--- config.mk ---
export PLATFORM = sky130hd
export DESIGN_NAME = pci_mem_target_flat
export DESIGN_NICKNAME = d
export VERILOG_FILES = /design/src/rtl/pci_pkg.sv /design/src/rtl/pci_mem_target_if.sv /design/src/rtl/pci_target_mem.sv /design/src/rtl/pci_mem_target.sv /design/src/flat_wrapper.sv
export SDC_FILE = /design/constraint.sdc
export NUM_CORES = 1
export LEC_CHECK = 0
export ABC_CLOCK_PERIOD_IN_PS = 32800
export BUFFER_PORTS_ARGS = -buffer_cell sky130_fd_sc_hd__buf_2
export CAP_MARGIN = 5
export CORE_MARGIN = 4
export CORE_UTILIZATION = 40
export CTS_BUF_LIST = sky130_fd_sc_hd__clkbuf_8 sky130_fd_sc_hd__clkbuf_16
export DETAILED_ROUTE_END_ITERATION = 12
export MAX_ROUTING_LAYER = met4
export PLACE_DENSITY = 0.66
export RECOVER_POWER = 50
export SYNTH_ARGS = -nofsm -noshare
export SYNTH_HDL_FRONTEND = slang
export SYNTH_SLANG_ARGS = --single-unit
--- constraint.sdc ---
create_clock -name clk -period 32.8 [get_ports clk]
set_input_delay 3.28 -clock clk [delete_from_list [all_inputs] [get_ports clk]]
set_output_delay 3.28 -clock clk [all_outputs]
set_load 0.02 [all_outputs]
--- src/rtl/pci_pkg.sv ---
// Shared definitions for the PCI memory target: bus commands, the target
// sequencer states, the data word type and the byte-lane merge helper.
package pci_pkg;

    // Bus commands presented on C_BE_ during the address phase.
    localparam logic [3:0] CMD_MEM_READ  = 4'b0110;
    localparam logic [3:0] CMD_MEM_WRITE = 4'b0111;

    // Target sequencer states.
    typedef enum logic [1:0] {
        IDLE   = 2'd0,
        DECODE = 2'd1,
        WAIT   = 2'd2,
        DATA   = 2'd3
    } pci_state_e;

    // One 32-bit bus word.
    typedef logic [31:0] word_t;

    // Replace the byte lanes of old_w selected by be (active-high) with
    // the corresponding lanes of new_w.
    function automatic word_t byte_merge(input word_t old_w,
                                         input word_t new_w,
                                         input logic [3:0] be);
        word_t res;
        res = old_w;
        for (int b = 0; b < 4; b++) begin
            if (be[b]) begin
                res[8*b +: 8] = new_w[8*b +: 8];
            end else begin
                res[8*b +: 8] = old_w[8*b +: 8];
            end
        end
        return res;
    endfunction

endpackage

--- src/rtl/pci_mem_target_if.sv ---
// Bus-side signal bundle of the PCI memory target. The master modport is
// the view of the initiator (or a bench acting as one); the slave modport
// is the target's view.
interface pci_mem_target_if;
    import pci_pkg::*;

    logic       FRAME_;   // active-low cycle framing
    logic       IRDY_;    // active-low initiator ready
    logic [3:0] C_BE_;    // command / active-low byte enables
    word_t      ad_in;    // AD as sampled from the bus
    word_t      ad_out;   // read data toward AD
    logic       ad_oe;    // target drives AD
    logic       DEVSEL_;  // active-low device select
    logic       TRDY_;    // active-low target ready

    modport master (
        output FRAME_, IRDY_, C_BE_, ad_in,
        input  ad_out, ad_oe, DEVSEL_, TRDY_
    );

    modport slave (
        input  FRAME_, IRDY_, C_BE_, ad_in,
        output ad_out, ad_oe, DEVSEL_, TRDY_
    );

endinterface

--- src/rtl/pci_target_mem.sv ---
// Word-addressed storage behind the PCI memory target: 2^ADDR_BITS words,
// asynchronous clear, byte-masked synchronous write, combinational read.
module pci_target_mem
    import pci_pkg::*;
#(
    parameter int ADDR_BITS = 4
) (
    input  logic                 clk,
    input  logic                 reset,
    input  logic                 wr_en,
    input  logic [3:0]           wr_be,     // active-high lane enables
    input  logic [ADDR_BITS-1:0] wr_idx,
    input  word_t                wr_data,
    input  logic [ADDR_BITS-1:0] rd_idx,
    output word_t                rd_data
);

    localparam int DEPTH = 1 << ADDR_BITS;

    word_t mem_r [DEPTH];

    // Storage array: cleared by reset, byte-lane merge on a write transfer.
    always_ff @(posedge clk or posedge reset) begin
        if (reset) begin
            for (int i = 0; i < DEPTH; i++) begin
                mem_r[i] <= 32'h0000_0000;
            end
        end else if (wr_en) begin
            mem_r[wr_idx] <= byte_merge(mem_r[wr_idx], wr_data, wr_be);
        end
    end

    assign rd_data = mem_r[rd_idx];

endmodule

--- src/rtl/pci_mem_target.sv ---
// PCI memory target. Claims memory read/write commands that hit a fixed
// address window, inserts the configured DEVSEL_ and initial TRDY_ latency,
// then streams a zero-wait linear burst out of / into pci_target_mem.
module pci_mem_target
    import pci_pkg::*;
#(
    parameter logic [31:0] BASE_ADDR   = 32'h1000_0000,
    parameter int          ADDR_BITS   = 4,
    parameter int          DEVSEL_DLY  = 1,   // 1 fast, 2 medium, 3 slow
    parameter int          WAIT_STATES = 0    // 0..3
) (
    input  logic clk,
    input  logic reset,
    pci_mem_target_if.slave bus
);

    // Edge (counted from 1 at the address phase) whose registered result is
    // the first low DEVSEL_ / TRDY_. Reads never go below 2 so the bus gets
    // a turnaround cycle before read data is qualified.
    localparam int LAT_WR = DEVSEL_DLY + WAIT_STATES;
    localparam int LAT_RD = (LAT_WR < 2) ? 2 : LAT_WR;
    localparam int CNT_W  = 3;

    localparam logic [CNT_W-1:0] DEV_CNT     = CNT_W'(DEVSEL_DLY);
    localparam logic [CNT_W-1:0] TRDY_CNT_WR = CNT_W'(LAT_WR);
    localparam logic [CNT_W-1:0] TRDY_CNT_RD = CNT_W'(LAT_RD);

    // Registered state
    pci_state_e             state_r;
    logic [CNT_W-1:0]       cnt_r;       // edges counted since the address phase
    logic [ADDR_BITS-1:0]   idx_r;       // current burst word
    logic                   rd_r;        // 1 = memory read in progress
    logic                   frame_q_r;   // FRAME_ seen at the previous edge
    logic                   devsel_n_r;
    logic                   trdy_n_r;
    logic                   ad_oe_r;

    // Next-state values
    pci_state_e             state_nxt;
    logic [CNT_W-1:0]       cnt_nxt;
    logic [ADDR_BITS-1:0]   idx_nxt;
    logic                   rd_nxt;
    logic                   devsel_n_nxt;
    logic                   trdy_n_nxt;
    logic                   ad_oe_nxt;

    // Decode helpers
    logic                   hit_s;
    logic                   cmd_ok_s;
    logic                   step_s;      // advance the latency counter this edge
    logic                   step_rd_s;   // direction used for that step
    logic [CNT_W-1:0]       ecount_s;    // edge number of this edge (1 = address phase)
    logic                   dev_now_s;
    logic                   trdy_now_s;
    logic                   xfer_s;

    // Memory port
    logic                   wr_en_s;
    logic [3:0]             wr_be_s;
    word_t                  rd_word_s;

    assign hit_s    = (bus.ad_in[31:ADDR_BITS+2] == BASE_ADDR[31:ADDR_BITS+2]);
    assign cmd_ok_s = (bus.C_BE_ == CMD_MEM_READ) || (bus.C_BE_ == CMD_MEM_WRITE);
    assign xfer_s   = (state_r == DATA) && !bus.IRDY_ && !trdy_n_r;
    assign wr_en_s  = xfer_s && !rd_r;
    assign wr_be_s  = ~bus.C_BE_;

    pci_target_mem #(
        .ADDR_BITS (ADDR_BITS)
    ) u_mem (
        .clk     (clk),
        .reset   (reset),
        .wr_en   (wr_en_s),
        .wr_be   (wr_be_s),
        .wr_idx  (idx_r),
        .wr_data (bus.ad_in),
        .rd_idx  (idx_r),
        .rd_data (rd_word_s)
    );

    // Next-state and next-output decode of the target sequencer.
    always_comb begin
        state_nxt    = state_r;
        cnt_nxt      = cnt_r;
        idx_nxt      = idx_r;
        rd_nxt       = rd_r;
        devsel_n_nxt = devsel_n_r;
        trdy_n_nxt   = trdy_n_r;
        ad_oe_nxt    = ad_oe_r;
        step_s       = 1'b0;
        step_rd_s    = rd_r;
        ecount_s     = cnt_r + CNT_W'(1);
        dev_now_s    = 1'b0;
        trdy_now_s   = 1'b0;

        case (state_r)
            IDLE: begin
                // Address phase: FRAME_ just fell and the command/address are ours.
                if (!bus.FRAME_ && frame_q_r && hit_s && cmd_ok_s) begin
                    step_s    = 1'b1;
                    step_rd_s = (bus.C_BE_ == CMD_MEM_READ);
                    ecount_s  = CNT_W'(1);
                    rd_nxt    = (bus.C_BE_ == CMD_MEM_READ);
                    idx_nxt   = bus.ad_in[ADDR_BITS+1:2];
                end else begin
                    state_nxt = IDLE;
                end
            end
            DECODE, WAIT: begin
                // Master gave up before the first data phase completed.
                if (bus.FRAME_ && bus.IRDY_) begin
                    state_nxt    = IDLE;
                    cnt_nxt      = {CNT_W{1'b0}};
                    devsel_n_nxt = 1'b1;
                    trdy_n_nxt   = 1'b1;
                    ad_oe_nxt    = 1'b0;
                end else begin
                    step_s = 1'b1;
                end
            end
            DATA: begin
                if (xfer_s) begin
                    idx_nxt = idx_r + ADDR_BITS'(1);
                    // FRAME_ already high marks the final data phase.
                    if (bus.FRAME_) begin
                        state_nxt    = IDLE;
                        cnt_nxt      = {CNT_W{1'b0}};
                        devsel_n_nxt = 1'b1;
                        trdy_n_nxt   = 1'b1;
                        ad_oe_nxt    = 1'b0;
                    end else begin
                        state_nxt = DATA;
                    end
                end else begin
                    state_nxt = DATA;
                end
            end
            default: begin
                state_nxt    = IDLE;
                cnt_nxt      = {CNT_W{1'b0}};
                devsel_n_nxt = 1'b1;
                trdy_n_nxt   = 1'b1;
                ad_oe_nxt    = 1'b0;
            end
        endcase

        // Initial latency: DEVSEL_ (and read AD drive) then TRDY_ as the
        // edge count reaches each threshold.
        if (step_s) begin
            dev_now_s    = (ecount_s >= DEV_CNT);
            trdy_now_s   = (ecount_s >= (step_rd_s ? TRDY_CNT_RD : TRDY_CNT_WR));
            cnt_nxt      = ecount_s;
            devsel_n_nxt = !dev_now_s;
            ad_oe_nxt    = dev_now_s && step_rd_s;
            trdy_n_nxt   = !trdy_now_s;
            if (trdy_now_s) begin
                state_nxt = DATA;
            end else if (dev_now_s) begin
                state_nxt = WAIT;
            end else begin
                state_nxt = DECODE;
            end
        end else begin
            dev_now_s  = 1'b0;
            trdy_now_s = 1'b0;
        end
    end

    // Sequencer state, burst pointer and registered bus outputs.
    always_ff @(posedge clk or posedge reset) begin
        if (reset) begin
            state_r    <= IDLE;
            cnt_r      <= {CNT_W{1'b0}};
            idx_r      <= {ADDR_BITS{1'b0}};
            rd_r       <= 1'b0;
            frame_q_r  <= 1'b1;
            devsel_n_r <= 1'b1;
            trdy_n_r   <= 1'b1;
            ad_oe_r    <= 1'b0;
        end else begin
            state_r    <= state_nxt;
            cnt_r      <= cnt_nxt;
            idx_r      <= idx_nxt;
            rd_r       <= rd_nxt;
            frame_q_r  <= bus.FRAME_;
            devsel_n_r <= devsel_n_nxt;
            trdy_n_r   <= trdy_n_nxt;
            ad_oe_r    <= ad_oe_nxt;
        end
    end

    assign bus.DEVSEL_ = devsel_n_r;
    assign bus.TRDY_   = trdy_n_r;
    assign bus.ad_oe   = ad_oe_r;
    assign bus.ad_out  = ad_oe_r ? rd_word_s : 32'h0000_0000;

endmodule

--- src/flat_wrapper.sv ---
// flat-port wrapper written by rule: the top's interface ports become plain ports
module pci_mem_target_flat import pci_pkg::*;
#(
    parameter logic [31:0] BASE_ADDR   = 32'h1000_0000,
    parameter int          ADDR_BITS   = 4,
    parameter int          DEVSEL_DLY  = 1,                              
    parameter int          WAIT_STATES = 0           
)
  (clk, reset, bus_FRAME_, bus_IRDY_, bus_C_BE_, bus_ad_in, bus_ad_out, bus_ad_oe, bus_DEVSEL_, bus_TRDY_);
  pci_mem_target_if bus_i ();
  input  logic clk;
  input  logic reset;
  input wire logic [$bits(bus_i.FRAME_)-1:0] bus_FRAME_;
  input wire logic [$bits(bus_i.IRDY_)-1:0] bus_IRDY_;
  input wire logic [$bits(bus_i.C_BE_)-1:0] bus_C_BE_;
  input wire logic [$bits(bus_i.ad_in)-1:0] bus_ad_in;
  output wire logic [$bits(bus_i.ad_out)-1:0] bus_ad_out;
  output wire logic [$bits(bus_i.ad_oe)-1:0] bus_ad_oe;
  output wire logic [$bits(bus_i.DEVSEL_)-1:0] bus_DEVSEL_;
  output wire logic [$bits(bus_i.TRDY_)-1:0] bus_TRDY_;
  assign bus_i.FRAME_ = bus_FRAME_;
  assign bus_i.IRDY_ = bus_IRDY_;
  assign bus_i.C_BE_ = bus_C_BE_;
  assign bus_i.ad_in = bus_ad_in;
  assign bus_ad_out = bus_i.ad_out;
  assign bus_ad_oe = bus_i.ad_oe;
  assign bus_DEVSEL_ = bus_i.DEVSEL_;
  assign bus_TRDY_ = bus_i.TRDY_;
  pci_mem_target #(.BASE_ADDR(BASE_ADDR), .ADDR_BITS(ADDR_BITS), .DEVSEL_DLY(DEVSEL_DLY), .WAIT_STATES(WAIT_STATES)) u_core (.clk(clk), .reset(reset), .bus(bus_i));
endmodule
==> metrics.md <==
| Metric | Value |
|---|---|
| Clock Tree Root | `clkbuf_16` |
| Register area share after synthesis | `about 55%` |
| Met2 usage | `between 30% and 40%` |
| Fmax | `a little over 0.06 GHz` |
| Largest net degree at the start of global routing | `178` |
| Mapped Cells | `roughly 2100` |
| Crit Path Category | `input pin to asynchronous set/reset pin` |
| Max_cap viols | `11` |
| Antenna-violating nets left | `0` |
| Worst Path Required | `~30 ns` |
| Status | `finished, violations left` |
| Dpl cells | `approximately 2800` |
| WP data arrival | `approximately 13 ns` |
| Met1 usage | `between 20% and 30%` |
| Final min period | `16.28 ns` |
| RSZ-0062 raised after global routing | `false` |
| EDFF count, synth | `0` |
| PwrDens | `roughly 56 nW/um^2` |
| Reg-to-reg critical path startpoint | `u_core.state_r[1]` |
| Gpl congestion | `between 0.7 and 0.8` |
| CP Launch Point | `reset` |
| Number of gates resized after CTS | `0` |
| CTS clk-pin slew, worst paths | `0.06 ns` |
| Num rows | `about 90` |
| WL final | `approximately 62 mm` |
| DR DRC count | `0` |
| CTS Buf Count | `52` |
| Skew final | `between 0.015 and 0.02 ns` |
| Slew @ Worst Pin | `roughly 9.3 ns` |
| WL per Instance | `21.5 microns` |
| Layout cells sized above 1 | `approximately 18%` |
| Setup TNS | `0 ns` |
| Layout Cells excl Fill | `2884` |
| Core Util, Final | `44.6%` |
| Io pins | `75` |
| Max transition margin | `-519%` |
| CTS Sinks | `526` |
| Clk buf depth | `3` |
| Fillers | `approximately 5300` |
| Netlist Area Pre-Place | `23900 sq um` |
| Crit start category | `input pin` |
| VDD IR max | `0.0487 mV` |
| Final nets | `~2100` |
| Hold Crit Class | `flop to flop` |
| Via Count | `roughly 16000` |
| Prevailing post-synth register cell | `dfrtp_1` |
| Die span in x | `252 microns` |
| Dpl hpwl | `roughly 35 mm` |
| Met3 GRT Util | `3.24%` |
| Crit path capture type | `asynchronous set/reset pin` |
| Static Leak | `around 12 nW` |
| Initial Util | `40.4%` |
| Mapped Nets | `about 2100` |
| Area Growth Syn to Fin | `10.3%` |
| Post-synth cell types | `between 40 and 50` |
| Worst-path fanout max | `roughly 180` |
| Setup-failing EPs final | `0` |
| Post-CTS setup buffers | `0` |
| Post-synthesis async set-or-reset flop share | `100%` |
| GRT Overall Usage | `20.1%` |
| Cell taking the most area after synthesis | `dfrtp_1` |
| Final hold violation count | `0` |
| CTS tree | `done` |
| Grt total ovfl | `0` |
| H-tree Lvls | `2` |
| GR peak layer | `met2` |
| Mean Syn Cell Area | `around 11 sq um` |
| Core ar. | `between 50000 and 60000 sq um` |
| Die area | `~64000 sq um` |
| Number of global-route vias before repair | `around 16000` |
| End of the critical path | `u_core.idx_r[0]` |
| R2r setup slk | `27.37 ns` |
| Warnings from Yosys | `0` |
| Worst Reg-to-Reg Cells | `6` |
| Failing checks | `capacitance limit, slew limit` |
| Post-CTS Hold Fix Bufs | `0` |
| Initial DRC Count | `around 1500` |
| Port bufs | `74` |
| Vias per inst | `between 5 and 6` |
| Pre-antenna DRT Iters | `5` |
| Final period utilization | `between 40% and 50%` |
| Synth area leaders | `dfrtp_1 55%, mux4_2 15%, a21oi_1 11%` |
| Crit Reg-Reg Endpoint | `u_core.u_mem.mem_r[74]` |
| Top cell type's share of synthesized area | `roughly 55%` |
| Worst skew pair latency | `about 0.62 ns` |
| Final slew viol count | `759` |
| First-pass GRT wire length | `approximately 97 mm` |
| Initial antenna violation count | `2` |
| FF+latch count, synth | `526` |
| Die Ht | `~250 microns` |
[cells in the final DEF, fill, tap and decap left out, types with 3 or more instances in the layout]
cell type | Yosys | routed
clkbuf_8 | 0 | 11
o22ai_1 | 5 | 5
a21oi_1 | 515 | 515
nand2b_1 | 5 | 5
nor4_1 | 4 | 4
a21oi_2 | 5 | 5
nand3_1 | 3 | 3
nor4b_1 | 4 | 4
o21ai_0 | 6 | 6
nand2_1 | 21 | 21
clkinvlp_4 | 0 | 3
and2_1 | 31 | 31
mux2i_1 | 8 | 8
mux4_2 | 156 | 156
buf_4 | 23 | 19
ha_1 | 9 | 9
dfstp_2 | 3 | 3
and3_1 | 3 | 3
nor2_4 | 0 | 4
clkinv_2 | 0 | 10
bufinv_16 | 0 | 7
mux2i_4 | 29 | 29
nor3_1 | 2 | 4
clkbuf_1 | 112 | 12
nand4_1 | 4 | 4
buf_2 | 9 | 69
a22oi_1 | 3 | 3
nor2_1 | 536 | 532
clkbuf_16 | 0 | 52
inv_1 | 13 | 19
dfrtp_1 | 523 | 519
[per-layer routing]
metal / part of all wire [%] / routed length, microns
met1: 42 / 26100
met2: 49 / 30200
met3: 5.9 / 3690
met4: 3.3 / 2070
met5: 0 / 0
[state kept, by name, summed over array words and instances (netlist names)]
name                count
u_core.u_mem.mem_r    512
u_core.idx_r            4
u_core.cnt_r            3
u_core.state_r          2
u_core.bus.DEVSEL_      1
u_core.bus.TRDY_        1
u_core.bus.ad_oe        1
u_core.frame_q_r        1
u_core.rd_r             1
[cell families after synthesis]
| logic type | count (synthesis) | synth area share (%) |
|---|---|---|
| flip-flops | 526 | 55.1 |
| AO/OA/AOI/OAI | 549 | 11.9 |
| buffers and inverters | 190 | 4.09 |
| AND/OR/NAND/NOR | 622 | 10.6 |
| adder cells (fa/ha/maj) | 9 | 0.471 |
| XOR/XNOR | 1 | 0.0367 |
| multiplexers | 194 | 17.9 |
[final cells by class]
cell class / count / area (sq um) / share of cell area [%]
inverters: 14 / 53.8 / 0.204
diodes: 2 / 5.00 / 0.0190
clock buffers: 63 / 1450 / 5.51
flip-flops and latches: 526 / 13200 / 50.0
clock inverters: 31 / 394 / 1.49
well taps: 773 / 967 / 3.67
multi-input cells: 1375 / 9790 / 37.1
repair buffers: 100 / 533 / 2.02
[cell usage after synthesis (2+ instances only)]
library cell  instances
nor2_1              536
dfrtp_1             523
a21oi_1             515
mux4_2              156
clkbuf_1            112
and2_1               31
mux2i_4              29
buf_4                23
nand2_1              21
buf_6                20
inv_1                13
buf_1                11
buf_2                 9
ha_1                  9
mux2i_1               8
o21ai_0               6
a21oi_2               5
nand2b_1              5
o22ai_1               5
nand4_1               4
nor3_2                4
nor4_1                4
nor4b_1               4
a22oi_1               3
and3_1                3
dfstp_2               3
nand3_1               3
a211oi_1              2
a31oi_1               2
and4_1                2
nor3_1                2
nor3b_1               2
o211ai_1              2
o31a_1                2
[metrics by stage]
step	setup WS [ns]	power [W]	hold WS [ns]	cell area, sq um
2_1_floorplan	14.83	0.000836	0.480	23900
3_3_place_gp	25.79	0.000861	0.498	24700
3_5_place_dp	25.79	0.000862	0.501	24700
4_1_cts	25.13	0.00150	0.515	26500
5_1_grt	13.90	0.00154	0.538	26400
6_report	16.52	0.00148	0.511	26400
[report_power, final]
| group | internal (W) | switching [W] |
|---|---|---|
| clock | 0.000372 | 0.000264 |
| sequential | 0.000653 | 0.0000380 |
| combinational | 0.0000713 | 0.0000836 |
[critical path, cell delays in order]
cell	delay (ns)
buf_2	0.10
clkinvlp_2	2.98
clkbuf_1	6.70
[how the worst min path moves through the flow]
stage,start,to,cells past startpoint
global route,u_core.u_mem.mem_r[156],u_core.u_mem.mem_r[156],2
finish,u_core.u_mem.mem_r[156],u_core.u_mem.mem_r[156],2
detailed placement,u_core.u_mem.mem_r[156],u_core.u_mem.mem_r[156],2
floorplan,u_core.u_mem.mem_r[188],u_core.u_mem.mem_r[188],2
global placement,u_core.u_mem.mem_r[252],u_core.u_mem.mem_r[252],2
CTS,u_core.u_mem.mem_r[156],u_core.u_mem.mem_r[156],2
Power figures use the tool's default switching activity.
